==> config.mk <==
export PLATFORM = sky130hd
export DESIGN_NAME = ps2_kbd_tx
export DESIGN_NICKNAME = d
export VERILOG_FILES = /design/src/rtl/ps2_kbd_tx.sv
export SDC_FILE = /design/constraint.sdc
export NUM_CORES = 1
export LEC_CHECK = 0
export CAP_MARGIN = 5
export CORE_ASPECT_RATIO = 0.5
export CORE_MARGIN = 2
export CORE_UTILIZATION = 55
export DETAILED_ROUTE_END_ITERATION = 16
export PLACE_DENSITY = 0.72
export SYNTH_ARGS = -nofsm -noshare
export SYNTH_HDL_FRONTEND = slang
export SYNTH_SLANG_ARGS = --single-unit
==> constraint.sdc <==
create_clock -name clk_sys -period 7.03 [get_ports clk_sys]
set_input_delay 1.7575 -clock clk_sys [delete_from_list [all_inputs] [get_ports clk_sys]]
set_output_delay 1.7575 -clock clk_sys [all_outputs]
set_load 0.01 [all_outputs]
==> src/rtl/ps2_kbd_tx.sv <==
// PS/2 keyboard device-side transmitter.
// Turns key events (toggle-signalled) into PS/2 make/break byte sequences,
// queues them in a byte FIFO and serialises each byte as an 11-bit frame.
// Ports:
//   clk_sys      : single system clock, rising edge
//   reset        : asynchronous active-high reset
//   ps2_key      : [10] event toggle, [9] pressed, [8] extended, [7:0] scan code
//   ps2_kbd_clk  : PS/2 clock line (device driven, idle high, registered)
//   ps2_kbd_data : PS/2 data line (device driven, idle high, registered)
//   busy         : FIFO non-empty or frame/gap in progress
//   overflow     : one-cycle pulse per dropped event
module ps2_kbd_tx #(
   parameter int unsigned CLK_DIV    = 2500,
   parameter int unsigned FIFO_DEPTH = 8
) (
   input  logic        clk_sys,
   input  logic        reset,
   input  logic [10:0] ps2_key,
   output logic        ps2_kbd_clk,
   output logic        ps2_kbd_data,
   output logic        busy,
   output logic        overflow
);

   localparam int unsigned PW   = $clog2(FIFO_DEPTH);
   localparam int unsigned CNTW = PW + 1;
   localparam int unsigned DW   = $clog2(4 * CLK_DIV);
   localparam logic [DW-1:0] HALF_LAST = DW'(CLK_DIV - 1);
   localparam logic [DW-1:0] GAP_LAST  = DW'(4 * CLK_DIV - 1);

   typedef enum logic [2:0] {IDLE, LOAD, BIT_HI, BIT_LO, GAP} state_t;

   state_t          state, state_d;
   logic [DW-1:0]   div_cnt, div_d;
   logic [3:0]      bit_cnt, bit_d;
   logic [10:0]     frame, frame_d;
   logic            pop;
   logic            clk_d, data_d, busy_d;

   logic [7:0]      mem [FIFO_DEPTH];
   logic [PW-1:0]   rd_ptr, wr_ptr;
   logic [CNTW-1:0] count, count_d, free_cnt;

   logic            tog_q, primed;
   logic            event_c, push, ovf_d;
   logic [7:0]      seq [3];
   logic [1:0]      seq_len;

   // Event detection and expansion into the make/break byte sequence
   always_comb begin
      event_c = primed && (ps2_key[10] != tog_q);
      seq[0]  = ps2_key[7:0];
      seq[1]  = 8'h00;
      seq[2]  = 8'h00;
      seq_len = 2'd1;
      case ({ps2_key[8], ps2_key[9]})
         2'b10: begin seq[0] = 8'hE0; seq[1] = 8'hF0; seq[2] = ps2_key[7:0]; seq_len = 2'd3; end
         2'b11: begin seq[0] = 8'hE0; seq[1] = ps2_key[7:0]; seq_len = 2'd2; end
         2'b00: begin seq[0] = 8'hF0; seq[1] = ps2_key[7:0]; seq_len = 2'd2; end
         default: ;
      endcase
      // Free space uses start-of-cycle occupancy; a concurrent pop does not help
      free_cnt = CNTW'(FIFO_DEPTH) - count;
      push     = event_c && (free_cnt >= CNTW'(seq_len));
      ovf_d    = event_c && !push;
      count_d  = count + (push ? CNTW'(seq_len) : CNTW'(0)) - (pop ? CNTW'(1) : CNTW'(0));
   end

   // FIFO storage, whole sequence written in one cycle
   always_ff @(posedge clk_sys) begin
      if (push) begin
         for (int i = 0; i < 3; i++) begin
            if (2'(i) < seq_len) mem[wr_ptr + PW'(i)] <= seq[i];
         end
      end
   end

   // Next state, frame datapath and next line values
   always_comb begin
      state_d = state;
      div_d   = div_cnt;
      bit_d   = bit_cnt;
      frame_d = frame;
      pop     = 1'b0;
      case (state)
         IDLE: if (count != '0) state_d = LOAD;
         LOAD: begin
            pop     = 1'b1;
            frame_d = {1'b1, ~^mem[rd_ptr], mem[rd_ptr], 1'b0};
            bit_d   = 4'd0;
            div_d   = '0;
            state_d = BIT_HI;
         end
         BIT_HI: begin
            if (div_cnt == HALF_LAST) begin
               div_d   = '0;
               state_d = BIT_LO;
            end else begin
               div_d = div_cnt + DW'(1);
            end
         end
         BIT_LO: begin
            if (div_cnt == HALF_LAST) begin
               div_d = '0;
               if (bit_cnt == 4'd10) begin
                  state_d = GAP;
               end else begin
                  bit_d   = bit_cnt + 4'd1;
                  state_d = BIT_HI;
               end
            end else begin
               div_d = div_cnt + DW'(1);
            end
         end
         GAP: begin
            if (div_cnt == GAP_LAST) begin
               div_d   = '0;
               state_d = IDLE;
            end else begin
               div_d = div_cnt + DW'(1);
            end
         end
         default: state_d = IDLE;
      endcase
      // Lines are registered from next-state values so they align with state
      clk_d  = (state_d != BIT_LO);
      data_d = ((state_d == BIT_HI) || (state_d == BIT_LO)) ? frame_d[bit_d] : 1'b1;
      busy_d = (count_d != '0) || (state_d != IDLE);
   end

   // State, counters, FIFO pointers and registered outputs
   always_ff @(posedge clk_sys or posedge reset) begin
      if (reset) begin
         state        <= IDLE;
         div_cnt      <= '0;
         bit_cnt      <= '0;
         frame        <= '0;
         rd_ptr       <= '0;
         wr_ptr       <= '0;
         count        <= '0;
         tog_q        <= 1'b0;
         primed       <= 1'b0;
         ps2_kbd_clk  <= 1'b1;
         ps2_kbd_data <= 1'b1;
         busy         <= 1'b0;
         overflow     <= 1'b0;
      end else begin
         state        <= state_d;
         div_cnt      <= div_d;
         bit_cnt      <= bit_d;
         frame        <= frame_d;
         count        <= count_d;
         // First cycle after reset only captures the toggle level
         tog_q        <= ps2_key[10];
         primed       <= 1'b1;
         if (push) wr_ptr <= wr_ptr + PW'(seq_len);
         if (pop)  rd_ptr <= rd_ptr + PW'(1);
         ps2_kbd_clk  <= clk_d;
         ps2_kbd_data <= data_d;
         busy         <= busy_d;
         overflow     <= ovf_d;
      end
   end

endmodule
==> results of run 1 <==
worst max-delay path by stage:
stage / start / to / slack [ns] / cells after the start
after floorplan: ps2_key[8] / busy / 2.06 / 13
after global placement: ps2_key[8] / busy / 1.47 / 14
after detailed placement: ps2_key[8] / busy / 1.25 / 14
after CTS: ps2_key[8] / busy / 1.61 / 14
after global routing: ps2_key[8] / busy / 1.37 / 14
final: ps2_key[8] / busy / 1.61 / 14
registers in the layout (all words and copies together), names as in the netlist:
name	count
wr_ptr	3
frame	11
state	3
primed	1
busy	1
rd_ptr	3
tog_q	1
count	4
ps2_kbd_clk	1
mem	64
div_cnt	14
ps2_kbd_data	1
bit_cnt	4
overflow	1
logic make-up after synthesis:
group | share of synthesized area, %
and+or+nand+nor | 16.48
AOI/OAI and AO/OA | 15.36
DFF | 46.24
buffers and inverters | 4.998
muxes | 9.459
xor gates and xnor gates | 3.110
adders and majority gates | 4.295
other | 0.05548
layout make-up:
cell class | instances | area (µm²) | area share, %
clock buffers | 10 | 229.0 | 3.162
clock inverters | 6 | 58.81 | 0.8120
inverters | 21 | 78.83 | 1.088
multi-input cells | 469 | 3301 | 45.58
flip-flops and latches | 112 | 3126 | 43.16
well taps | 165 | 206.4 | 2.851
repair buffers | 27 | 242.7 | 3.352
synth_stat cells (all sizes together) (10+ instances only):
master  number  area (µm²)
a21o        11       83.83
a21oi       87       435.4
and3        16       102.6
buf         26       165.2
clkbuf      25       93.84
dfrtp       46        1151
edfxtp      64        1922
ha          20       250.2
inv         21       78.83
mux2i       18       192.7
mux4        16       360.4
nand2       38       142.6
nand3       18       90.09
nor2        41       153.9
nor2b       36       225.2
o21ai       32       160.2
o22ai       24       150.1
xnor2       14       122.6
xor2        10       87.58
routing by layer:
metal | share of wire, % | vias to the layer above | track usage (%)
met5 | 0 | - | 0
met4 | 2.7 | 0 | 8.482
met3 | 6.4 | 41 | 5.145
met2 | 46 | 209 | 40.34
met1 | 45 | 2450 | 33.69
li1 | - | 2351 | -
per-stage QoR:
step | total power, mW | setup WS (ns) | utilization, %
finish | 1.910 | 1.609 | 60.80
global route | 2.012 | 1.375 | 60.80
CTS | 1.911 | 1.615 | 60.80
detailed placement | 1.404 | 1.253 | 58.38
global placement | 1.378 | 1.469 | 58.38
floorplan | 1.245 | 2.056 | -
report_power, final:
part	internal (mW)	total, mW	leakage (nW)	switching (mW)
sequential	0.811	0.871	1.16	0.0606
combinational	0.209	0.528	1.41	0.319
clock	0.276	0.510	0.148	0.234
total	1.30	1.91	2.72	0.614
==> impl_metrics.csv, run 1 <==
group,metric,value,unit
die,rows,28,
routing,postRouteAntennaNets,0,
cts,cts_resized,0,
worst_setup_path,crit_chain,"clkdlybuf4s50_1 -> inv_1 -> ha_1 -> ha_1 -> o21ai_0 -> a31oi_1 -> buf_4 -> nand2_1 -> ha_1 -> inv_1 -> ha_1 -> fa_1 -> or4_1 -> or4_1",
finish,diodes,0,
synthesis,synthArstFlopShare,42.86,%
synthesis,synth_cell_types,59,
worst_setup_path,cp_common_cell,"ha_1",
timing,finalSetupTns,0,ns
routing,drc,0,
finish,finalNetCount,675,
timing,finalSetupViolCount,0,
worst_setup_path,critPathKind,"input pin to register",
power,leakage,2.718,nW
finish,area_delta_synth_final,7.146,%
die,die_width,160.8,µm
place,dpl_cell_area,6954,µm²
worst_setup_path,endpoint_kind,"register",
timing,period_needed,5.421,ns
place,io_buffers,16,
timing,max_freq,0.1845,GHz
cts,cts_tree,"yes",
finish,mostFrequentLayoutCells,"a21oi_1 (87), edfxtp_1 (64), dfrtp_1 (46)",
timing,slew_violations,0,
cts,cts_setup_buffers,0,
die,die_h,82.39,µm
routing,post_drt_wl_per_cell,19.30,µm
synthesis,avgSynthCellArea,10.35,µm²
routing,drt_first_pass_iters,6,
timing,fin_skew,0.009475,ns
synthesis,ys_ff_latch,112,
min_path,hold_path_depth,1,
worst_setup_path,r2r_setup_slack,3.30,ns
power,ir_worst_vdd,0.0001244,V
timing,tightest_slew,1.014,ns
timing,fin_crit_sh,77.11,%
worst_setup_path,crit_arrival,5.64,ns
timing,rsz0062_at_grt,"no",
worst_setup_path,crit_fanout,24,
grt,grt_use_total,24.71,%
status,run_status,"complete, no violations",
worst_setup_path,r2r_start,"count[0]",
worst_setup_path,critPathBufInv,4,
worst_setup_path,critPathMaxStageDelay,0.55,ns
finish,final_common_cell,"a21oi_1",
synthesis,synth_edf_count,64,
cts,clock_latency,0.35,ns
die,fp.dieArea,13250,µm²
synthesis,yosysSeqAreaShare,46.24,%
synthesis,syn-cell-area,6759,µm²
worst_setup_path,cp_top_family,"adder cells",
routing,vias,5051,
grt,overflow,0,
place,globalplace.congestion,0.8849,
min_path,min-delay-start,"frame[10]",
synthesis,syn_nets,688,
run,maxCapViolCount,0,
routing,drt_wl_total,15630,µm
finish,final_cell_area,7242,µm²
synthesis,synthCells,653,
cts,cts.sinks,112,
die,start_util,56.74,%
cts,clk_path_buf_depth,2,
finish,fillers,974,
worst_setup_path,r2r_cells,13,
synthesis,synthFlopType,"edfxtp_1",
die,ios,17,
place,dpl.cell_count,794,
timing,slew_headroom,32.33,%
finish,instances_no_fill,810,
cts,postCtsHoldBufs,0,
grt,grt_pass1_vias,4584,
min_path,min_path_type,"register to register",
grt,grt_pass1_wl,24650,µm
grt,antenna_found_initial,0,
synthesis,ys.warnings.count,0,
timing,hold_viol,0,
timing,holdWs,0.4637,ns
min_path,hold_end,"frame[10]",
finish,drive_above_1_share,10.85,%
cts,root_buffer,"clkbuf_16",
worst_setup_path,start_kind,"input pin",
cts,path_clk_slew,0.07,ns
routing,vias_per_cell,6.236,
worst_setup_path,timing.rr.end,"busy",
power,powerDensity,263.7,nW/µm²
routing,drtIter0Drc,504,
cts,cts-htree-levels,3,
worst_setup_path,crit_slowest_cell,"clkdlybuf4s50_1",
place,dp_hpwl,10920,µm
grt,grt_max_degree,49,
die,core_area,11910,µm²
cts,cts_buffers,9,
worst_setup_path,cp.required,7.25,ns
No activity file was read; power rests on OpenSTA's default activity.
==> run 2, diff against run 1 <==
--- a/config.mk
+++ b/config.mk
@@ -10,7 +10,7 @@
 export CORE_MARGIN = 2
 export CORE_UTILIZATION = 55
 export DETAILED_ROUTE_END_ITERATION = 16
-export PLACE_DENSITY = 0.72
+export PLACE_DENSITY = 0.75
 export SYNTH_ARGS = -nofsm -noshare
 export SYNTH_HDL_FRONTEND = slang
 export SYNTH_SLANG_ARGS = --single-unit
==> constraint.sdc (replaced) <==
create_clock -name clk_sys -period 4.8 [get_ports clk_sys]
set_input_delay 1.2 -clock clk_sys [delete_from_list [all_inputs] [get_ports clk_sys]]
set_output_delay 1.2 -clock clk_sys [all_outputs]
set_load 0.01 [all_outputs]
==> impl_metrics.csv, run 2 (synthesis gave the netlist of run 1 again) <==
group,metric,value,unit
status,run_status,"complete, no violations",
worst_setup_path,timing.rr.end,"busy",
place,globalplace.congestion,0.8674,
worst_setup_path,critPathKind,"input pin to register",
worst_setup_path,r2r_cells,12,
worst_setup_path,crit_fanout,3,
finish,final_cell_area,7293,µm²
finish,area_delta_synth_final,7.904,%
timing,tightest_slew,1.067,ns
timing,finalSetupViolCount,0,
power,sw_frac_of_total,32.34,%
place,dpl.cell_count,801,
run,maxCapViolCount,0,
cts,cts.sinks,112,
min_path,min_path_type,"register to register",
place,place_ws,-0.04664,ns
power,leakage,2.738,nW
power,p_int,1.906,mW
routing,drtIter0Drc,457,
cts,cts_setup_buffers,0,
finish,utilization,61.23,%
worst_setup_path,crit_chain,"clkdlybuf4s50_1 -> inv_1 -> ha_1 -> ha_1 -> o21ai_0 -> a31oi_1 -> nand2_1 -> ha_1 -> inv_1 -> ha_1 -> fa_1 -> or4_1 -> or4_1",
grt,grt_pass1_wl,24890,µm
cts,cts_resized,0,
timing,period_needed,4.493,ns
die,core_area,11910,µm²
finish,instances_no_fill,816,
worst_setup_path,cp_common_cell,"ha_1",
routing,drc,0,
routing,drt_wl_total,15750,µm
worst_setup_path,endpoint_kind,"register",
worst_setup_path,cp_top_family,"adder cells",
timing,fin_skew,0.01241,ns
die,die_h,82.39,µm
routing,post_drt_wl_per_cell,19.30,µm
routing,postRouteAntennaNets,0,
cts,clock_latency,0.36,ns
timing,fin_ws,0.3069,ns
finish,drive_above_1_share,11.83,%
worst_setup_path,r2r_setup_slack,1.26,ns
power,powerDensity,386.3,nW/µm²
die,ios,17,
cts,cts_buffers,9,
power,power_frac_comb,28.0,%
power,clkPwrFrac,26.7,%
timing,rsz0062_at_grt,"no",
timing,hold_viol,0,
worst_setup_path,critPathMaxStageDelay,0.51,ns
die,start_util,56.74,%
cts,cts_tree,"yes",
worst_setup_path,worst-path-stages,13,
power,p_seq_share,45.4,%
power,p_switching,911.1,µW
grt,grt_use_total,24.78,%
place,io_buffers,16,
die,die_width,160.8,µm
cts,postCtsHoldBufs,0,
worst_setup_path,crit_arrival,4.72,ns
place,dpl_cell_area,7007,µm²
worst_setup_path,critPathBufInv,3,
finish,finalNetCount,682,
routing,vias,5055,
timing,slew_headroom,28.85,%
finish,reg_top3,"mem x64, div_cnt x14, frame x11",
grt,antenna_found_initial,0,
finish,fillers,967,
timing,fin_crit_sh,93.61,%
worst_setup_path,critPathLaunch,"ps2_key[9]",
grt,overflow,0,
timing,max_freq,0.2226,GHz
worst_setup_path,crit_slowest_cell,"or4_1",
worst_setup_path,crit_end,"busy",
worst_setup_path,start_kind,"input pin",
cts,path_clk_slew,0.07,ns
grt,grt_pass1_vias,4741,
worst_setup_path,cp.required,5.03,ns
die,rows,28,
grt,grt_max_degree,49,
finish,largest_reg_flops,64,
place,dp_hpwl,10720,µm
power,total_power,2.817,mW
routing,vias_per_cell,6.195,
power,ir_worst_vdd,0.0001953,V
routing,drt_first_pass_iters,6,
finish,diodes,0,
worst_setup_path,r2r_start,"count[0]",
timing,slew_violations,0,
finish,final_common_cell,"a21oi_1",
finish,mostFrequentLayoutCells,"a21oi_1 (87), edfxtp_1 (64), dfrtp_1 (46)",
cts,cts-htree-levels,3,
finish,largest-register,"mem",
die,fp.dieArea,13250,µm²
cts,root_buffer,"clkbuf_16",
cts,clk_path_buf_depth,2,
## run 2: changes by cell type in the layout (fill, tap and decap cells not counted)
cell / before / now
buf_4: 11 / 18
inv_4: 1 / 0
inv_1: 19 / 18
clkinv_2: 2 / 0
clkinvlp_2: 0 / 2
clkinv_4: 0 / 1
## run 2: stage by stage
stage	hold WS (ns)	TNS, ns
final	0.4589	0
after global routing	0.5033	0
after CTS	0.4602	0
after detailed placement	0.4443	-0.04664
after global placement	0.4417	0
after floorplan	0.4267	0
## run 2: how the worst min path moves through the flow
stage	startpoint	end	slack (ns)	cells after the start
final	frame[10]	frame[10]	0.46	1
after global placement	frame[10]	frame[10]	0.44	1
after global routing	frame[10]	frame[10]	0.50	1
after detailed placement	frame[10]	frame[10]	0.44	1
after CTS	frame[10]	frame[10]	0.46	1
after floorplan	frame[10]	frame[10]	0.43	1
## run 2: layout make-up
type	count	area, µm²	area share, %
clock buffers	10	229.0	3.139
repair buffers	34	295.3	4.049
clock inverters	5	57.56	0.7892
well taps	165	206.4	2.831
inverters	21	78.83	1.081
flip-flops and latches	112	3126	42.85
multi-input cells	469	3301	45.26
## run 2: power groups by stage
stage	Clock (mW)	Combinational, mW	Sequential, mW
finish	0.751	0.788	1.28
global route	0.789	0.870	1.29
CTS	0.758	0.777	1.28
detailed placement	0	0.771	1.30
global placement	0	0.734	1.29
floorplan	0	0.577	1.25
## run 2: layer usage
| layer | GRT usage [%] | wire (µm) | up-vias |
|---|---|---|---|
| li1 | - | - | 2372 |
| met4 | 8.304 | 299 | 0 |
| met5 | 0 | 0 | - |
| met1 | 32.06 | 6967 | 2460 |
| met2 | 42.84 | 7446 | 190 |
| met3 | 5.095 | 1031 | 33 |
==> run 3, diff against run 2 <==
--- a/config.mk
+++ b/config.mk
@@ -5,7 +5,7 @@
 export SDC_FILE = /design/constraint.sdc
 export NUM_CORES = 1
 export LEC_CHECK = 0
-export CAP_MARGIN = 5
+export CAP_MARGIN = 25
 export CORE_ASPECT_RATIO = 0.5
 export CORE_MARGIN = 2
 export CORE_UTILIZATION = 55
==> impl_metrics.csv, run 3 (synthesis gave the netlist of run 1 again) <==
group,metric,value,unit
cts,clk_path_buf_depth,2,
routing,wl_met3,1082,µm
grt,grt_max_degree,49,
grt,grt_pass1_vias,4741,
cts,cts_buffers,9,
place,dpl_cell_area,7007,µm²
routing,drt_wl_total,15750,µm
place,place_ws,-0.04664,ns
worst_setup_path,crit_fanout,3,
power,p_seq_share,45.3,%
finish,final_cell_area,7328,µm²
die,rows,28,
timing,tightest_slew,0.8232,ns
timing,max_freq,0.2225,GHz
timing,rsz0062_at_grt,"no",
timing,fin_ws,0.3059,ns
routing,wl_met2,7478,µm
power,p_int,1.908,mW
routing,drc,0,
die,core_area,11910,µm²
cts,root_buffer,"clkbuf_16",
power,sw_frac_of_total,32.30,%
finish,finalNetCount,684,
cts,clock_latency,0.36,ns
power,powerDensity,384.6,nW/µm²
timing,fin_crit_sh,93.63,%
finish,diodes,0,
power,ir_worst_vdd,0.0001953,V
die,fp.dieArea,13250,µm²
finish,final_common_cell,"a21oi_1",
place,dp_hpwl,10720,µm
grt,antenna_found_initial,0,
place,globalplace.congestion,0.8674,
worst_setup_path,start_kind,"input pin",
power,leakage,2.754,nW
grt,overflow,0,
cts,cts_tree,"yes",
finish,mostFrequentLayoutCells,"a21oi_1 (87), edfxtp_1 (64), dfrtp_1 (46)",
die,die_h,82.39,µm
routing,met1Wirelength,6936,µm
cts,cts.sinks,112,
timing,fin_skew,0.01032,ns
routing,vias_per_cell,6.198,
die,ios,17,
timing,hold_viol,0,
cts,path_clk_slew,0.07,ns
finish,area_delta_synth_final,8.423,%
worst_setup_path,endpoint_kind,"register",
timing,slew_headroom,44.54,%
place,io_buffers,16,
finish,largest-register,"mem",
routing,highest_layer,"met4",
worst_setup_path,critPathKind,"input pin to register",
cts,postCtsHoldBufs,0,
power,clkPwrFrac,26.6,%
worst_setup_path,crit_arrival,4.72,ns
finish,utilization,61.52,%
routing,drt_first_pass_iters,5,
run,maxCapViolCount,0,
die,start_util,56.74,%
cts,cts_resized,0,
routing,vias,5070,
cts,cts_setup_buffers,0,
routing,drtIter0Drc,485,
timing,finalSetupViolCount,0,
power,power_frac_comb,28.1,%
timing,period_needed,4.494,ns
die,die_width,160.8,µm
min_path,min_path_type,"register to register",
grt,grt_pass1_wl,24890,µm
cts,cts-htree-levels,3,
finish,reg_top3,"mem x64, div_cnt x14, frame x11",
timing,slew_violations,0,
worst_setup_path,cp.required,5.03,ns
routing,post_drt_wl_per_cell,19.26,µm
finish,largest_reg_flops,64,
finish,fillers,964,
routing,postRouteAntennaNets,0,
status,run_status,"complete, no violations",
grt,grt_use_total,24.78,%
power,p_switching,910.4,µW
finish,drive_above_1_share,12.10,%
[run 3: changes by cell type in the layout (fill, tap and decap cells not counted), sizes merged]
cell,delta
buf,+2
[run 3: worst max-delay path, stage by stage]
cell and delay, ns:
clkdlybuf4s50_1 0.50, inv_1 0.09, ha_1 0.30, ha_1 0.28, o21ai_0 0.11, a31oi_1 0.24
nand2_1 0.12, ha_1 0.28, inv_1 0.04, ha_1 0.20, fa_1 0.45, or4_1 0.51
or4_1 0.40
[run 3: metrics by stage]
step	cells	setup TNS [ns]	total power [mW]	hold slack (ns)
after floorplan	653	0	1.823	0.4267
final	818	0	2.818	0.4583
after CTS	816	0	2.812	0.4602
after global placement	801	0	2.021	0.4417
after detailed placement	801	-0.04664	2.067	0.4443
after global routing	818	0	2.952	0.5033
[run 3: final timing paths]
check | from | to | slack (ns) | cells past startpoint
worst max-delay path | ps2_key[9] | busy | 0.31 | 13
worst min-delay path | frame[10] | frame[10] | 0.46 | 1
worst max register to register | count[0] | busy | 1.26 | 12
worst min register to register | frame[10] | frame[10] | 0.46 | 1
max in group asynchronous | reset | ps2_kbd_data | 3.18 | 3
min in group asynchronous | reset | wr_ptr[2] | 1.07 | 2
[run 3: power by group through the flow]
stage | clock, mW | sequential [mW] | combinational, mW
2_1_floorplan | 0 | 1.25 | 0.577
3_3_place_gp | 0 | 1.29 | 0.734
3_5_place_dp | 0 | 1.30 | 0.771
4_1_cts | 0.758 | 1.28 | 0.777
5_1_grt | 0.789 | 1.29 | 0.872
6_report | 0.749 | 1.28 | 0.792
[run 3: cell type report]
class	instances	area [µm²]	area share (%)
sequential	112	3126	42.65
tap	165	206.4	2.817
inverter	21	78.83	1.076
clock inverter	5	57.56	0.7854
timing repair buffer	36	330.3	4.507
clock buffer	10	229.0	3.124
multi-input combinational	469	3301	45.04
[run 3: layer usage]
layer  global-route usage, %  vias up
li1                        -     2371
met1                   32.06     2467
met2                   42.84      209
met3                   5.095       23
met4                   8.304        0
met5                       0        -
